**src/rtl/uart_stream_port_if.sv**
```systemverilog
// Byte-stream handshake bundle between the core and the UART port.
// The master is the core side; the slave is uart_stream_port.
interface uart_stream_port_if;
    logic [7:0] tx_data;
    logic       tx_valid;
    logic       tx_ready;
    logic [7:0] rx_data;
    logic       rx_valid;
    logic       rx_ready;

    modport master (
        output tx_data, tx_valid, rx_ready,
        input  tx_ready, rx_data, rx_valid
    );

    modport slave (
        input  tx_data, tx_valid, rx_ready,
        output tx_ready, rx_data, rx_valid
    );
endinterface

```
**src/rtl/uart_stream_port.sv**
```systemverilog
// UART transceiver with TX/RX FIFOs, run-time baud divisor, optional parity
// and sticky error flags.
module uart_stream_port #(
    parameter  int FIFO_DEPTH = 16,
    parameter  int DIV_WIDTH  = 16,
    parameter  int PARITY_EN  = 0,
    parameter  int PARITY_ODD = 0,
    localparam int LVL_W      = $clog2(FIFO_DEPTH) + 1
) (
    input  logic                 wb_clk_i,
    input  logic                 wb_rst_i,
    input  logic [DIV_WIDTH-1:0] clk_div,
    input  logic                 rxd,
    output logic                 txd,
    uart_stream_port_if.slave    strm,
    output logic [LVL_W-1:0]     tx_level,
    output logic [LVL_W-1:0]     rx_level,
    output logic                 tx_busy,
    output logic                 err_frame,
    output logic                 err_parity,
    output logic                 err_overrun,
    input  logic                 err_clear
);
    localparam int AW = LVL_W - 1;

    function automatic logic [DIV_WIDTH-1:0] sat_div(input logic [DIV_WIDTH-1:0] d);
        return (d < DIV_WIDTH'(4)) ? DIV_WIDTH'(4) : d;
    endfunction

    function automatic logic par_bit(input logic [7:0] d);
        return (^d) ^ (PARITY_ODD != 0);
    endfunction

    typedef enum logic [2:0] {TX_IDLE, TX_START, TX_DATA, TX_PARITY, TX_STOP} tx_state_t;
    typedef enum logic [2:0] {RX_IDLE, RX_START, RX_DATA, RX_PARITY, RX_STOP} rx_state_t;

    // TX FIFO
    logic [7:0]    tx_mem [FIFO_DEPTH];
    logic [AW-1:0] tx_wr, tx_rd;
    logic          tx_full, tx_empty, tx_push, tx_pop;

    assign tx_full       = (tx_level == LVL_W'(FIFO_DEPTH));
    assign tx_empty      = (tx_level == '0);
    assign strm.tx_ready = !tx_full;
    assign tx_push       = strm.tx_valid && !tx_full;

    always_ff @(posedge wb_clk_i) begin
        if (tx_push) tx_mem[tx_wr] <= strm.tx_data;
    end

    always_ff @(posedge wb_clk_i) begin
        if (wb_rst_i) begin
            tx_wr    <= '0;
            tx_rd    <= '0;
            tx_level <= '0;
        end else begin
            if (tx_push) tx_wr <= tx_wr + AW'(1);
            if (tx_pop)  tx_rd <= tx_rd + AW'(1);
            case ({tx_push, tx_pop})
                2'b10:   tx_level <= tx_level + LVL_W'(1);
                2'b01:   tx_level <= tx_level - LVL_W'(1);
                default: ;
            endcase
        end
    end

    // TX shifter; txd and tx_busy are registered one cycle behind the state
    tx_state_t            tx_state, tx_state_nxt;
    logic [DIV_WIDTH-1:0] tx_div, tx_tick;
    logic [2:0]           tx_bit;
    logic [7:0]           tx_shift;
    logic                 tx_par, tx_line, tx_bit_end;

    assign tx_bit_end = (tx_tick == tx_div - DIV_WIDTH'(1));

    always_comb begin
        tx_state_nxt = tx_state;
        tx_pop       = 1'b0;
        tx_line      = 1'b1;
        case (tx_state)
            TX_IDLE: begin
                if (!tx_empty) begin
                    tx_pop       = 1'b1;
                    tx_state_nxt = TX_START;
                end
            end
            TX_START: begin
                tx_line = 1'b0;
                if (tx_bit_end) tx_state_nxt = TX_DATA;
            end
            TX_DATA: begin
                tx_line = tx_shift[0];
                if (tx_bit_end && tx_bit == 3'd7)
                    tx_state_nxt = (PARITY_EN != 0) ? TX_PARITY : TX_STOP;
            end
            TX_PARITY: begin
                tx_line = tx_par;
                if (tx_bit_end) tx_state_nxt = TX_STOP;
            end
            TX_STOP: begin
                if (tx_bit_end) begin
                    if (!tx_empty) begin
                        tx_pop       = 1'b1;
                        tx_state_nxt = TX_START;
                    end else begin
                        tx_state_nxt = TX_IDLE;
                    end
                end
            end
            default: tx_state_nxt = TX_IDLE;
        endcase
    end

    always_ff @(posedge wb_clk_i) begin
        if (wb_rst_i) begin
            tx_state <= TX_IDLE;
            txd      <= 1'b1;
            tx_busy  <= 1'b0;
            tx_tick  <= '0;
            tx_bit   <= '0;
        end else begin
            tx_state <= tx_state_nxt;
            txd      <= tx_line;
            tx_busy  <= (tx_state != TX_IDLE);
            if (tx_pop) begin
                tx_tick <= '0;
                tx_bit  <= '0;
            end else if (tx_state != TX_IDLE) begin
                if (tx_bit_end) begin
                    tx_tick <= '0;
                    if (tx_state == TX_DATA) tx_bit <= tx_bit + 3'd1;
                end else begin
                    tx_tick <= tx_tick + DIV_WIDTH'(1);
                end
            end
        end
    end

    always_ff @(posedge wb_clk_i) begin
        if (tx_pop) begin
            tx_shift <= tx_mem[tx_rd];
            tx_div   <= sat_div(clk_div);
            tx_par   <= par_bit(tx_mem[tx_rd]);
        end else if (tx_state == TX_DATA && tx_bit_end) begin
            tx_shift <= tx_shift >> 1;
        end
    end

    // RX synchroniser; rs is the only view of the line the RX FSM uses
    logic rxd_p0, rxd_p1, rs;

    always_ff @(posedge wb_clk_i) begin
        rxd_p0 <= rxd;
        rxd_p1 <= rxd_p0;
    end
    assign rs = rxd_p1;

    rx_state_t            rx_state, rx_state_nxt;
    logic [DIV_WIDTH-1:0] rx_div, rx_tick, rx_target;
    logic [2:0]           rx_bit;
    logic [7:0]           rx_shift;
    logic                 rx_par, rx_armed, rx_sample, rx_par_ok, rx_start, rx_done;
    logic                 set_frame, set_parity, set_overrun;
    logic [7:0]           rx_mem [FIFO_DEPTH];
    logic [AW-1:0]        rx_wr, rx_rd;
    logic                 rx_full, rx_valid, rx_push, rx_pop;

    // The start bit is resampled half a bit in, which centres every later sample
    assign rx_target = (rx_state == RX_START) ? (rx_div >> 1) : rx_div;
    assign rx_sample = (rx_tick == rx_target - DIV_WIDTH'(1));
    assign rx_par_ok = (PARITY_EN == 0) || (rx_par == par_bit(rx_shift));

    always_comb begin
        rx_state_nxt = rx_state;
        rx_start     = 1'b0;
        rx_done      = 1'b0;
        set_frame    = 1'b0;
        set_parity   = 1'b0;
        case (rx_state)
            RX_IDLE: begin
                if (rx_armed && !rs) begin
                    rx_start     = 1'b1;
                    rx_state_nxt = RX_START;
                end
            end
            RX_START: begin
                if (rx_sample) rx_state_nxt = rs ? RX_IDLE : RX_DATA;
            end
            RX_DATA: begin
                if (rx_sample && rx_bit == 3'd7)
                    rx_state_nxt = (PARITY_EN != 0) ? RX_PARITY : RX_STOP;
            end
            RX_PARITY: begin
                if (rx_sample) rx_state_nxt = RX_STOP;
            end
            RX_STOP: begin
                if (rx_sample) begin
                    rx_state_nxt = RX_IDLE;
                    if (!rs)             set_frame  = 1'b1;
                    else if (!rx_par_ok) set_parity = 1'b1;
                    else                 rx_done    = 1'b1;
                end
            end
            default: rx_state_nxt = RX_IDLE;
        endcase
    end

    assign rx_full     = (rx_level == LVL_W'(FIFO_DEPTH));
    assign rx_valid    = (rx_level != '0);
    assign rx_pop      = rx_valid && strm.rx_ready;
    assign rx_push     = rx_done && (!rx_full || rx_pop);
    assign set_overrun = rx_done && rx_full && !rx_pop;

    always_ff @(posedge wb_clk_i) begin
        if (wb_rst_i) begin
            rx_state <= RX_IDLE;
            rx_armed <= 1'b0;
            rx_tick  <= '0;
            rx_bit   <= '0;
        end else begin
            rx_state <= rx_state_nxt;
            if (rx_state != RX_IDLE) rx_armed <= 1'b0;
            else if (rs)             rx_armed <= 1'b1;
            if (rx_start) begin
                rx_tick <= '0;
                rx_bit  <= '0;
            end else if (rx_state != RX_IDLE) begin
                if (rx_sample) begin
                    rx_tick <= '0;
                    if (rx_state == RX_DATA) rx_bit <= rx_bit + 3'd1;
                end else begin
                    rx_tick <= rx_tick + DIV_WIDTH'(1);
                end
            end
        end
    end

    always_ff @(posedge wb_clk_i) begin
        if (rx_start) rx_div <= sat_div(clk_div);
        if (rx_state == RX_DATA && rx_sample) rx_shift <= {rs, rx_shift[7:1]};
        if (rx_state == RX_PARITY && rx_sample) rx_par <= rs;
        if (rx_push) rx_mem[rx_wr] <= rx_shift;
    end

    // RX FIFO, first-word fall-through; the head reads as zero when empty
    always_ff @(posedge wb_clk_i) begin
        if (wb_rst_i) begin
            rx_wr    <= '0;
            rx_rd    <= '0;
            rx_level <= '0;
        end else begin
            if (rx_push) rx_wr <= rx_wr + AW'(1);
            if (rx_pop)  rx_rd <= rx_rd + AW'(1);
            case ({rx_push, rx_pop})
                2'b10:   rx_level <= rx_level + LVL_W'(1);
                2'b01:   rx_level <= rx_level - LVL_W'(1);
                default: ;
            endcase
        end
    end

    assign strm.rx_valid = rx_valid;
    assign strm.rx_data  = rx_valid ? rx_mem[rx_rd] : 8'h00;

    // An error raised in the same cycle as err_clear wins
    always_ff @(posedge wb_clk_i) begin
        if (wb_rst_i) begin
            err_frame   <= 1'b0;
            err_parity  <= 1'b0;
            err_overrun <= 1'b0;
        end else begin
            err_frame   <= (err_frame   && !err_clear) || set_frame;
            err_parity  <= (err_parity  && !err_clear) || set_parity;
            err_overrun <= (err_overrun && !err_clear) || set_overrun;
        end
    end
endmodule

```
**src/flat_wrapper.sv**
```systemverilog
// flat-port wrapper written by rule: the top's interface ports become plain ports
module uart_stream_port_flat 
#(
    parameter  int FIFO_DEPTH = 16,
    parameter  int DIV_WIDTH  = 16,
    parameter  int PARITY_EN  = 0,
    parameter  int PARITY_ODD = 0,
    localparam int LVL_W      = $clog2(FIFO_DEPTH) + 1
)
  (wb_clk_i, wb_rst_i, clk_div, rxd, txd, tx_level, rx_level, tx_busy, err_frame, err_parity, err_overrun, err_clear, strm_tx_data, strm_tx_valid, strm_rx_ready, strm_tx_ready, strm_rx_data, strm_rx_valid);
  uart_stream_port_if strm_i ();
  input  logic wb_clk_i;
  input  logic wb_rst_i;
  input  logic [DIV_WIDTH-1:0] clk_div;
  input  logic rxd;
  output logic txd;
  output logic [LVL_W-1:0] tx_level;
  output logic [LVL_W-1:0] rx_level;
  output logic tx_busy;
  output logic err_frame;
  output logic err_parity;
  output logic err_overrun;
  input  logic err_clear;
  input wire logic [$bits(strm_i.tx_data)-1:0] strm_tx_data;
  input wire logic [$bits(strm_i.tx_valid)-1:0] strm_tx_valid;
  input wire logic [$bits(strm_i.rx_ready)-1:0] strm_rx_ready;
  output wire logic [$bits(strm_i.tx_ready)-1:0] strm_tx_ready;
  output wire logic [$bits(strm_i.rx_data)-1:0] strm_rx_data;
  output wire logic [$bits(strm_i.rx_valid)-1:0] strm_rx_valid;
  assign strm_i.tx_data = strm_tx_data;
  assign strm_i.tx_valid = strm_tx_valid;
  assign strm_i.rx_ready = strm_rx_ready;
  assign strm_tx_ready = strm_i.tx_ready;
  assign strm_rx_data = strm_i.rx_data;
  assign strm_rx_valid = strm_i.rx_valid;
  uart_stream_port #(.FIFO_DEPTH(FIFO_DEPTH), .DIV_WIDTH(DIV_WIDTH), .PARITY_EN(PARITY_EN), .PARITY_ODD(PARITY_ODD)) u_core (.wb_clk_i(wb_clk_i), .wb_rst_i(wb_rst_i), .clk_div(clk_div), .rxd(rxd), .txd(txd), .strm(strm_i), .tx_level(tx_level), .rx_level(rx_level), .tx_busy(tx_busy), .err_frame(err_frame), .err_parity(err_parity), .err_overrun(err_overrun), .err_clear(err_clear));
endmodule
```
**config.mk**
```make
export PLATFORM = sky130hd
export DESIGN_NAME = uart_stream_port_flat
export DESIGN_NICKNAME = d
export VERILOG_FILES = /design/src/rtl/uart_stream_port_if.sv /design/src/rtl/uart_stream_port.sv /design/src/flat_wrapper.sv
export SDC_FILE = /design/constraint.sdc
export NUM_CORES = 1
export LEC_CHECK = 0
export CORE_MARGIN = 2
export CORE_UTILIZATION = 50
export CTS_BUF_LIST = sky130_fd_sc_hd__clkbuf_8 sky130_fd_sc_hd__clkbuf_16
export DETAILED_ROUTE_END_ITERATION = 16
export PLACE_DENSITY = 0.67
export SKIP_LAST_GASP = 1
export SLEW_MARGIN = 20
export SYNTH_ARGS = -nofsm -noshare
export SYNTH_HDL_FRONTEND = slang
export SYNTH_SLANG_ARGS = --single-unit
```
**constraint.sdc**
```tcl
create_clock -name wb_clk_i -period 16.02 [get_ports wb_clk_i]
set_input_delay 1.602 -clock wb_clk_i [delete_from_list [all_inputs] [get_ports wb_clk_i]]
set_output_delay 1.602 -clock wb_clk_i [all_outputs]
set_load 0.1 [all_outputs]
```
==> Word level (Yosys, flattened, before mapping) <==
Memory sizes are Yosys's and may differ from the RTL's. A register that Yosys moved wholly into a read port is not among the register bits.
Cells that the tools add are included.
{ "word_totals": {"ff_bits": 127, "ramBits": 256, "input_bits": 30, "out_inout_bits": 25, "elab_cells": 151, "mem_count": 2} }
{ "op_classes": {"add_sub_neg": 14, "magnitude_cmp": 1, "eq_ne": 28, "mux": 43, "reduce_logical": 38} }
{ "memory_table": {"columns": ["name", "words", "width", "rd", "rd_ports_with_merged_regs", "wr", "line_no", "text"], "rows": [
  ["u_core.rx_mem", 16, 8, 1, 1, 1, "uart_stream_port.sv:164", "logic [7:0] rx_mem [FIFO_DEPTH];"],
  ["u_core.tx_mem", 16, 8, 1, 1, 1, "uart_stream_port.sv:38", "logic [7:0] tx_mem [FIFO_DEPTH];"]
]} }
{ "op_table": {"columns": ["op", "n"], "rows": [
  ["16-bit two-way mux", 4],
  ["16-bit by 1-bit adder with 16-bit output (second input constant)", 2],
  ["16-bit equality test", 2],
  ["16-bit by 1-bit subtractor with 16-bit output (second input constant)", 2],
  ["3-bit two-way mux", 10],
  ["3-bit case mux with 5 select lines", 2],
  ["8-bit two-way mux", 3],
  ["5-bit case mux with 2 select lines", 2],
  ["2-bit by 1-bit inequality test with 1-bit output (second input constant)", 9],
  ["4-bit by 1-bit adder with 4-bit output (second input constant)", 4],
  ["16-bit by 3-bit < comparator with 1-bit output (second input constant)", 1],
  ["4-bit two-way mux", 4],
  ["1-bit two-way mux", 15],
  ["1-bit logical AND", 13],
  ["3-bit by 2-bit equality test with 1-bit output (second input constant)", 4],
  ["3-bit equality test (second input constant)", 4],
  ["5-bit by 1-bit adder with 5-bit output (second input constant)", 2],
  ["5-bit equality test (second input constant)", 2],
  ["5-bit AND reduction", 2],
  ["5-bit by 1-bit subtractor with 5-bit output (second input constant)", 2],
  ["8-bit XOR reduction", 1],
  ["3-bit by 1-bit adder with 3-bit output (second input constant)", 2],
  ["3-bit by 1-bit equality test with 1-bit output (second input constant)", 2],
  ["3-bit zero test", 2],
  ["14 further kinds", 28]
]} }

==> Longest topological paths before layout <==
Gate-level depths: netlist of run 1.
{ "depth": {"ltp_word": 9, "ltp_mapped": 23} }

==> Worst setup path before layout of run 1 <==
No wires, ideal clock.
{ "synth_timing": {"kind": "register to register", "start": "register u_core.rx_state[2]", "end": "register u_core.rx_level[4]", "setup_time_ns": 0.127, "arrival_time_ns": 4.937, "required_time_ns": 15.893, "slack_ns": 10.956, "stages_incl_launch_ff": 22, "path_buffers": 4, "synth_period_minus_slack_ns": 5.064, "cell_sequence": "dfxtp_1 > buf_2 > nor3b_2 > buf_2 > buf_2 > mux2i_1 > ha_1 > xor2_1 > a21oi_1 > or4b_1 > a211o_1 > or4b_1 > nor3_1 > buf_2 > nor2_1 > ha_1 > nor2b_1 > o21ai_0 > nand2b_1 > mux2_2 > a21oi_1 > nand3_1"} }
{ "synth_between": {"elab_chain_len": 9, "word_cells_on_any_way": 12, "cone_classes": "1 x add/sub; 5 x eq/ne; 4 x mux; 2 x reduce/logical"} }
{ "synth_rtl": {"columns": ["element", "line_no", "text"], "rows": [
  ["start, declared", "uart_stream_port.sv:158", "rx_state_t rx_state, rx_state_nxt;"],
  ["start signal, assigned", "uart_stream_port.sv:221", "rx_state <= rx_state_nxt;"],
  ["3-bit by 1-bit equality test with 1-bit output", "uart_stream_port.sv:169", "assign rx_target = (rx_state == RX_START) ? (rx_div >> 1) : rx_div;"],
  ["16-bit two-way mux", "uart_stream_port.sv:169", null],
  ["16-bit by 1-bit subtractor with 16-bit output", "uart_stream_port.sv:170", "assign rx_sample = (rx_tick == rx_target - DIV_WIDTH'(1));"],
  ["16-bit equality test", "uart_stream_port.sv:170", null],
  ["1-bit two-way mux", "uart_stream_port.sv:197", "if (rx_sample) begin"],
  ["1-bit two-way mux (*)", "uart_stream_port.sv:179", "case (rx_state)"],
  ["1-bit logical AND (*)", "uart_stream_port.sv:211", "assign rx_push = rx_done && (!rx_full || rx_pop);"],
  ["2-bit by 1-bit equality test with 1-bit output or 2-bit equality test (tied branches)", "uart_stream_port.sv:254", "case ({rx_push, rx_pop})"],
  ["5-bit case mux with 2 select lines or 2-bit nonzero test (tied branches)", null, null],
  ["end signal, assigned", "uart_stream_port.sv:255", "2'b10: rx_level <= rx_level + LVL_W'(1);"],
  ["end signal, assigned", "uart_stream_port.sv:256", "2'b01: rx_level <= rx_level - LVL_W'(1);"],
  ["end, declared", "uart_stream_port.sv:17", "output logic [LVL_W-1:0] rx_level,"]
]} }
Every way passes the cells marked *; elsewhere a longest branch is shown, timed or not.
A chain may end at the register's enable or synchronous reset.

==> Worst setup path in the final report of run 1 <==
{ "layout_timing": {"start": "register u_core.rx_state[0]", "end": "register u_core.rx_level[3]"} }
Same word-level chain as after synthesis.

==> impl_metrics.env, run 1 <==
export IMPL_diodes=0
export IMPL_cts_tree="yes"
export IMPL_drt_pass1_iter_count=5
export IMPL_dp_slack_ns=9.95
export IMPL_die_w_um=189
export IMPL_wl_mm=32.6
export IMPL_grt_total_usage_pct=18.7
export IMPL_drc_errors=0
export IMPL_syn_to_final_growth_pct=13.5
export IMPL_ir_worst_vdd_mv=0.0930
export IMPL_hold_viol_final=0
export IMPL_maxCapViolCount=0
export IMPL_crit_fanout=23
export IMPL_rr_startpoint="u_core.rx_state[0]"
export IMPL_post_cts_resize_count=0
export IMPL_yosysWarnings=0
export IMPL_synth_area_top_cells="edfxtp_1 53%, mux4_2 10%, dfxtp_1 10%"
export IMPL_max_freq_mhz=173
export IMPL_multiInputGateArea_um2=5910
export IMPL_rows=67
export IMPL_synthesis_area_um2=17200
export IMPL_port_buffers=54
export IMPL_fin_skew_ns=0.0158
export IMPL_rsz0062_at_grt="false"
export IMPL_worstPathRequired_ns=16.49
export IMPL_pwr_share_comb_pct=19.0
export IMPL_timing_final_ws_setup_ns=10.24
export IMPL_post_route_period_util_pct=36.1
export IMPL_slew_viol_final=0
export IMPL_startpoint_type="flop"
export IMPL_hold_path_startpoint="u_core.rxd_p0"
export IMPL_first_iter_violations=787
export IMPL_synth_common_cells="305 x edfxtp_1, 94 x nor2_1, 86 x dfxtp_1"
export IMPL_post_route_cells_drive_above_1_share_pct=15.2
export IMPL_grt_antenna_before_repair=0
export IMPL_synth_top_area_share_pct=53.3
export IMPL_die_area_um2=35800
export IMPL_grt_pass1_wl_mm=53.0
export IMPL_nFillCells=2630
export IMPL_grt_pass1_vias=9624
export IMPL_cts_reportedPaths_clkPinSlew_ns=0.07
export IMPL_yosys_cell_types_count=80
export IMPL_maxSlewHeadroom_pct=27.1
export IMPL_syn_nets=1227
export IMPL_vias_per_cell=5.67
export IMPL_critPathCaptureType="flop"
export IMPL_cts_buffers=42
export IMPL_async_flop_share_pct=0
export IMPL_finalPower_mw=2.71
export IMPL_clockRootBuffer="clkbuf_16"
export IMPL_io_pins=55
export IMPL_period_minus_slack_ns=5.78
export IMPL_startpoint="u_core.rx_state[0]"
export IMPL_clockBufferDepth=3
export IMPL_grt_max_degree=55
export IMPL_syn_avg_cell_area_um2=14.7
export IMPL_hp_class="flop to flop"
export IMPL_seq_area_um2=10900
export IMPL_numClockSinks=391
export IMPL_syn_inst=1170
export IMPL_powerDensity_nw_per_um2=139
export IMPL_htree_num_levels=2
export IMPL_synth_seq_area_share_pct=63.4
export IMPL_yosys_cell_count_top_type="edfxtp_1"
export IMPL_clock_latency_ns=0.55
export IMPL_leakagePower_nw=6.38
export IMPL_worstMarginPinSlew_ns=1.09
export IMPL_post_cts_buffers=0
export IMPL_p_sw_uw=742
export IMPL_status="complete, no violations"
export IMPL_power_clock_fraction_pct=35.5
export IMPL_initial_core_util_pct=51.0
export IMPL_final_setup_viol_count=0
export IMPL_pwr_share_seq_pct=45.5
export IMPL_dp_cells=1617
export IMPL_fin_cells=1694
export IMPL_ant_nets=0
export IMPL_ys_seq_elements=391
export IMPL_yosys_area_top_type="edfxtp_1"
export IMPL_drt_wirelength_per_cell_um=19.3
export IMPL_nets=1270
export IMPL_coreArea_um2=33700
export IMPL_vias=9609
export IMPL_synth_main_ff_cell="edfxtp_1"
export IMPL_place_congestion=0.857
export IMPL_setup_tns_ns=0
export IMPL_holdWs_ns=0.331
export IMPL_die_h_um=189
export IMPL_p_int_mw=1.96
export IMPL_ctsHoldBuffers=0
export IMPL_cp_data_arrival_time_ns=6.25
export IMPL_switching_share_pct=27.4
export IMPL_synth_edf_count=305
export IMPL_hpwlAfterDp_mm=21.8
export IMPL_worstSetupPathType="flop to flop"
export IMPL_gr_total_overflow=0
power groups by stage:
| stage | clock network [mW] | logic (mW) | registers (mW) |
|---|---|---|---|
| finish | 0.962 | 0.514 | 1.23 |
| global route | 1.02 | 0.561 | 1.24 |
| CTS | 0.987 | 0.519 | 1.23 |
| detailed placement | 0 | 0.517 | 1.25 |
| global placement | 0 | 0.509 | 1.25 |
| floorplan | 0 | 0.370 | 1.27 |
critical path: stages, from the launching register on:
cell and delay, ns:
dfxtp_1 0.58, nor3b_2 0.24, buf_4 0.30, mux2i_1 0.33, ha_1 0.39, xor2_1 0.23
a21oi_1 0.06, or4b_1 0.47, a211o_1 0.25, or4b_1 0.67, nor3_2 0.62, nor2_1 0.20
ha_1 0.33, a21o_1 0.19, a21oi_1 0.19, xor2_1 0.11, or4_1 0.42, o2111ai_1 0.11
placed cells by master, fill, tap and decap left out, types with 5 or more instances in the layout:
master / instances
a21o_1: 6
a21oi_1: 31
a31oi_1: 7
and2_1: 20
and3_1: 17
buf_4: 13
bufinv_16: 5
clkbuf_16: 42
clkdlybuf4s50_1: 53
clkinv_1: 7
clkinv_2: 8
dfxtp_1: 84
edfxtp_1: 305
ha_1: 25
inv_1: 36
mux2_2: 11
mux2i_1: 19
mux4_2: 80
nand2_1: 47
nand2b_1: 13
nand3_1: 27
nand3b_1: 6
nand4_1: 21
nor2_1: 94
nor2b_1: 12
nor3_1: 34
nor3b_1: 5
nor4_1: 10
o211ai_1: 5
o21ai_0: 13
or3_1: 11
or4_1: 9
xnor2_1: 45
xor2_1: 42
cell families (layout without fill, tap and decap cells):
family	Yosys count	count (layout)	share of synthesized area (%)
buffers and inverters	97	173	2.29
adders and majority gates	27	27	2.05
DFF	391	391	63.4
AOI/OAI and AO/OA	103	103	4.29
xor gates and xnor gates	87	87	4.44
and+or+nand+nor	354	354	11.2
muxes	111	111	12.4
metrics by stage:
stage	utilization (%)	instance area [um2]
floorplan	-	17200
global placement	53.7	18100
detailed placement	53.7	18100
CTS	57.8	19500
global route	57.8	19500
finish	57.8	19500
sequential cells by signal (all words and copies together), names as in the netlist, 4 cells and up, named ones only:
signal,count
u_core.rx_div,16
u_core.rx_level,5
u_core.rx_mem,128
u_core.rx_rd,4
u_core.rx_shift,8
u_core.rx_tick,16
u_core.rx_wr,4
u_core.tx_div,16
u_core.tx_level,5
u_core.tx_mem,128
u_core.tx_rd,4
u_core.tx_shift,8
u_core.tx_tick,16
u_core.tx_wr,4
per-layer routing:
layer	up-vias	wire length (um)	GRT usage, %
met5	-	0	0
met4	0	832	5.58
met3	55	1330	2.85
met2	217	15800	31.0
met1	4774	14600	25.8
li1	4563	-	-
layout make-up:
type / count / share of cell area [%]
sequential: 391 / 55.9
multi-input combinational: 682 / 30.3
clock buffer: 42 / 5.39
timing repair buffer: 67 / 3.25
tap: 448 / 2.88
clock inverter: 35 / 1.74
inverter: 29 / 0.559
path summary, 6_finish.rpt:
check / depth (start not counted) / slack (ns) / end
max reg2reg: 17 / 10.24 / u_core.rx_level[3]
max: 17 / 10.24 / u_core.rx_level[3]
min reg2reg: 0 / 0.33 / u_core.rs
min: 0 / 0.33 / u_core.rs
No activity file was read; power rests on OpenSTA's default activity.
==> run 2: changes to the inputs <==
==> constraint.sdc (replaced) <==
create_clock -name wb_clk_i -period 5.45 [get_ports wb_clk_i]
set_input_delay 0.545 -clock wb_clk_i [delete_from_list [all_inputs] [get_ports wb_clk_i]]
set_output_delay 0.545 -clock wb_clk_i [all_outputs]
set_load 0.1 [all_outputs]
==> run 2 against run 1 <==
  * Sequential cell count unchanged
  * Critical path depth increased by 1
  * Die area unchanged
  * Cell count increased by 0.47%
  * Wire length decreased by 0.31%
  * Worst setup slack got worse by 9.9 ns
  * Count of clock-buffer cells in the layout increased by 3
  * Core utilization increased by 0.085 points
  * Clock skew increased by 0.0039 ns
  * Clock power increased to 2.8 times the previous value
  * Largest cell class unchanged
==> impl_metrics.env, run 2 (same netlist as run 1, synthesis figures left out) <==
export IMPL_vias_per_cell=5.66
export IMPL_grt_pass1_vias=9614
export IMPL_drc_errors=0
export IMPL_maxCapViolCount=0
export IMPL_status="complete, no violations"
export IMPL_vias=9637
export IMPL_die_w_um=189
export IMPL_ctsHoldBuffers=0
export IMPL_ir_worst_vdd_mv=0.294
export IMPL_cts_buffers=41
export IMPL_slowest_delay_ns=0.65
export IMPL_rows=67
export IMPL_hp_class="flop to flop"
export IMPL_maxSlewHeadroom_pct=27.4
export IMPL_period_minus_slack_ns=5.07
export IMPL_biggestRegsByFlops="u_core.rx_mem (128), u_core.tx_mem (128)"
export IMPL_grtUsageMet3_pct=2.65
export IMPL_place_congestion=0.817
export IMPL_grt_use_met1_pct=25.7
export IMPL_post_cts_buffers=0
export IMPL_hpwlAfterDp_mm=22.0
export IMPL_clockBufferDepth=3
export IMPL_critPathBufInv=1
export IMPL_layout_common_cells="305 x edfxtp_1, 94 x nor2_1, 84 x dfxtp_1"
export IMPL_ant_nets=0
export IMPL_critPathCaptureType="flop"
export IMPL_grt_antenna_before_repair=1
export IMPL_grt_total_usage_pct=18.6
export IMPL_port_buffers=54
export IMPL_numClockSinks=391
export IMPL_die_area_um2=35800
export IMPL_cpMaxStageDelayCell="or4b_1"
export IMPL_path_delay_family="simple AND/OR/NAND/NOR gates"
export IMPL_initial_core_util_pct=51.0
export IMPL_cp_cell_sequence="nor3b_2, mux2i_1, ha_1, xor2_1, a21oi_1, or4b_1, a211o_1, or4b_1, nor3_1, buf_4, nor2_1, ha_1, nor2b_1, o21ai_0, nand2b_1, mux2_2, a21oi_1, nand3_1"
export IMPL_nets=1277
export IMPL_final_common_cell="edfxtp_1"
export IMPL_drt_wirelength_per_cell_um=19.1
export IMPL_worstPathRequired_ns=5.86
export IMPL_cts_reportedPaths_clkPinSlew_ns=0.06
export IMPL_grt_pass1_wl_mm=52.8
export IMPL_slew_viol_final=0
export IMPL_grt_max_degree=55
export IMPL_cts_tree="yes"
export IMPL_hold_viol_final=0
export IMPL_final_setup_viol_count=0
export IMPL_worstSetupPathType="flop to flop"
export IMPL_rrSetupSlack_ns=0.38
export IMPL_coreArea_um2=33700
export IMPL_gr_total_overflow=0
export IMPL_powerDensity_nw_per_um2=403
export IMPL_htree_num_levels=2
export IMPL_post_cts_resize_count=0
export IMPL_worstMarginPinSlew_ns=1.09
export IMPL_rsz0062_at_grt="false"
export IMPL_max_freq_mhz=197
export IMPL_crit_fanout=11
export IMPL_wl_mm=32.5
export IMPL_setup_tns_ns=0
export IMPL_grt_use_met2_pct=31.3
export IMPL_clockRootBuffer="clkbuf_16"
export IMPL_first_iter_violations=637
export IMPL_fin_skew_ns=0.0197
export IMPL_post_route_cells_drive_above_1_share_pct=15.3
export IMPL_post_route_period_util_pct=93.1
export IMPL_nFillCells=2656
export IMPL_cp_data_arrival_time_ns=5.49
export IMPL_startpoint_type="flop"
export IMPL_die_h_um=189
export IMPL_leakagePower_nw=6.42
export IMPL_holdWs_ns=0.333
export IMPL_grt_busiest_layer="met2"
export IMPL_drt_pass1_iter_count=5
export IMPL_io_pins=55
export IMPL_clock_latency_ns=0.54
export IMPL_syn_to_final_growth_pct=13.6
[run 2: final cells by class]
type	count	area, um2	area share (%)
clock inverters	31	267	1.37
multi-input cells	682	5900	30.3
clock buffers	45	1090	5.60
inverters	29	109	0.558
flip-flops and latches	391	10900	55.8
diodes	1	2.50	0.0128
repair buffers	75	693	3.55
well taps	448	561	2.87
[run 2: layer usage]
layer / vias to the layer above / share of wire, %
met2: 191 / 50
li1: 4581 / -
met4: 0 / 1.9
met3: 41 / 3.5
met1: 4824 / 45
met5: - / 0
[run 2: worst paths after layout]
check / startpoint / end / depth (start not counted)
max: u_core.rx_state[0] / u_core.rx_level[4] / 18
min: u_core.rxd_p0 / u_core.rs / 0
max reg2reg: u_core.rx_state[0] / u_core.rx_level[4] / 18
min reg2reg: u_core.rxd_p0 / u_core.rs / 0
[run 2: where the power goes]
group / leakage [nW] / switching (mW) / total (mW) / internal [mW]
clock network: 0.703 / 1.12 / 2.72 / 1.60
registers: 3.46 / 0.157 / 3.61 / 3.45
logic: 2.25 / 0.868 / 1.53 / 0.658
[run 2: per-stage QoR]
stage          instance area [um2]  total power, mW  instances  utilization (%)  setup slack (ns)
2_1_floorplan                17200             4.82       1170                -             0.386
3_3_place_gp                 18100             5.18       1625             53.8             0.657
3_5_place_dp                 18100             5.22       1625             53.8             0.368
4_1_cts                      19500             7.95       1701             57.9             0.339
5_1_grt                      19500             8.23       1702             57.9            0.0234
6_report                     19500             7.86       1702             57.9             0.376
==> run 3: changes to the inputs <==
--- a/config.mk
+++ b/config.mk
@@ -8,6 +8,7 @@
 export CORE_MARGIN = 2
 export CORE_UTILIZATION = 50
 export CTS_BUF_LIST = sky130_fd_sc_hd__clkbuf_8 sky130_fd_sc_hd__clkbuf_16
+export CTS_CLUSTER_DIAMETER = 120
 export DETAILED_ROUTE_END_ITERATION = 16
 export PLACE_DENSITY = 0.67
 export SKIP_LAST_GASP = 1
==> results of run 3 <==
The final DEF is identical to that of run 2; final timing and power are the same.
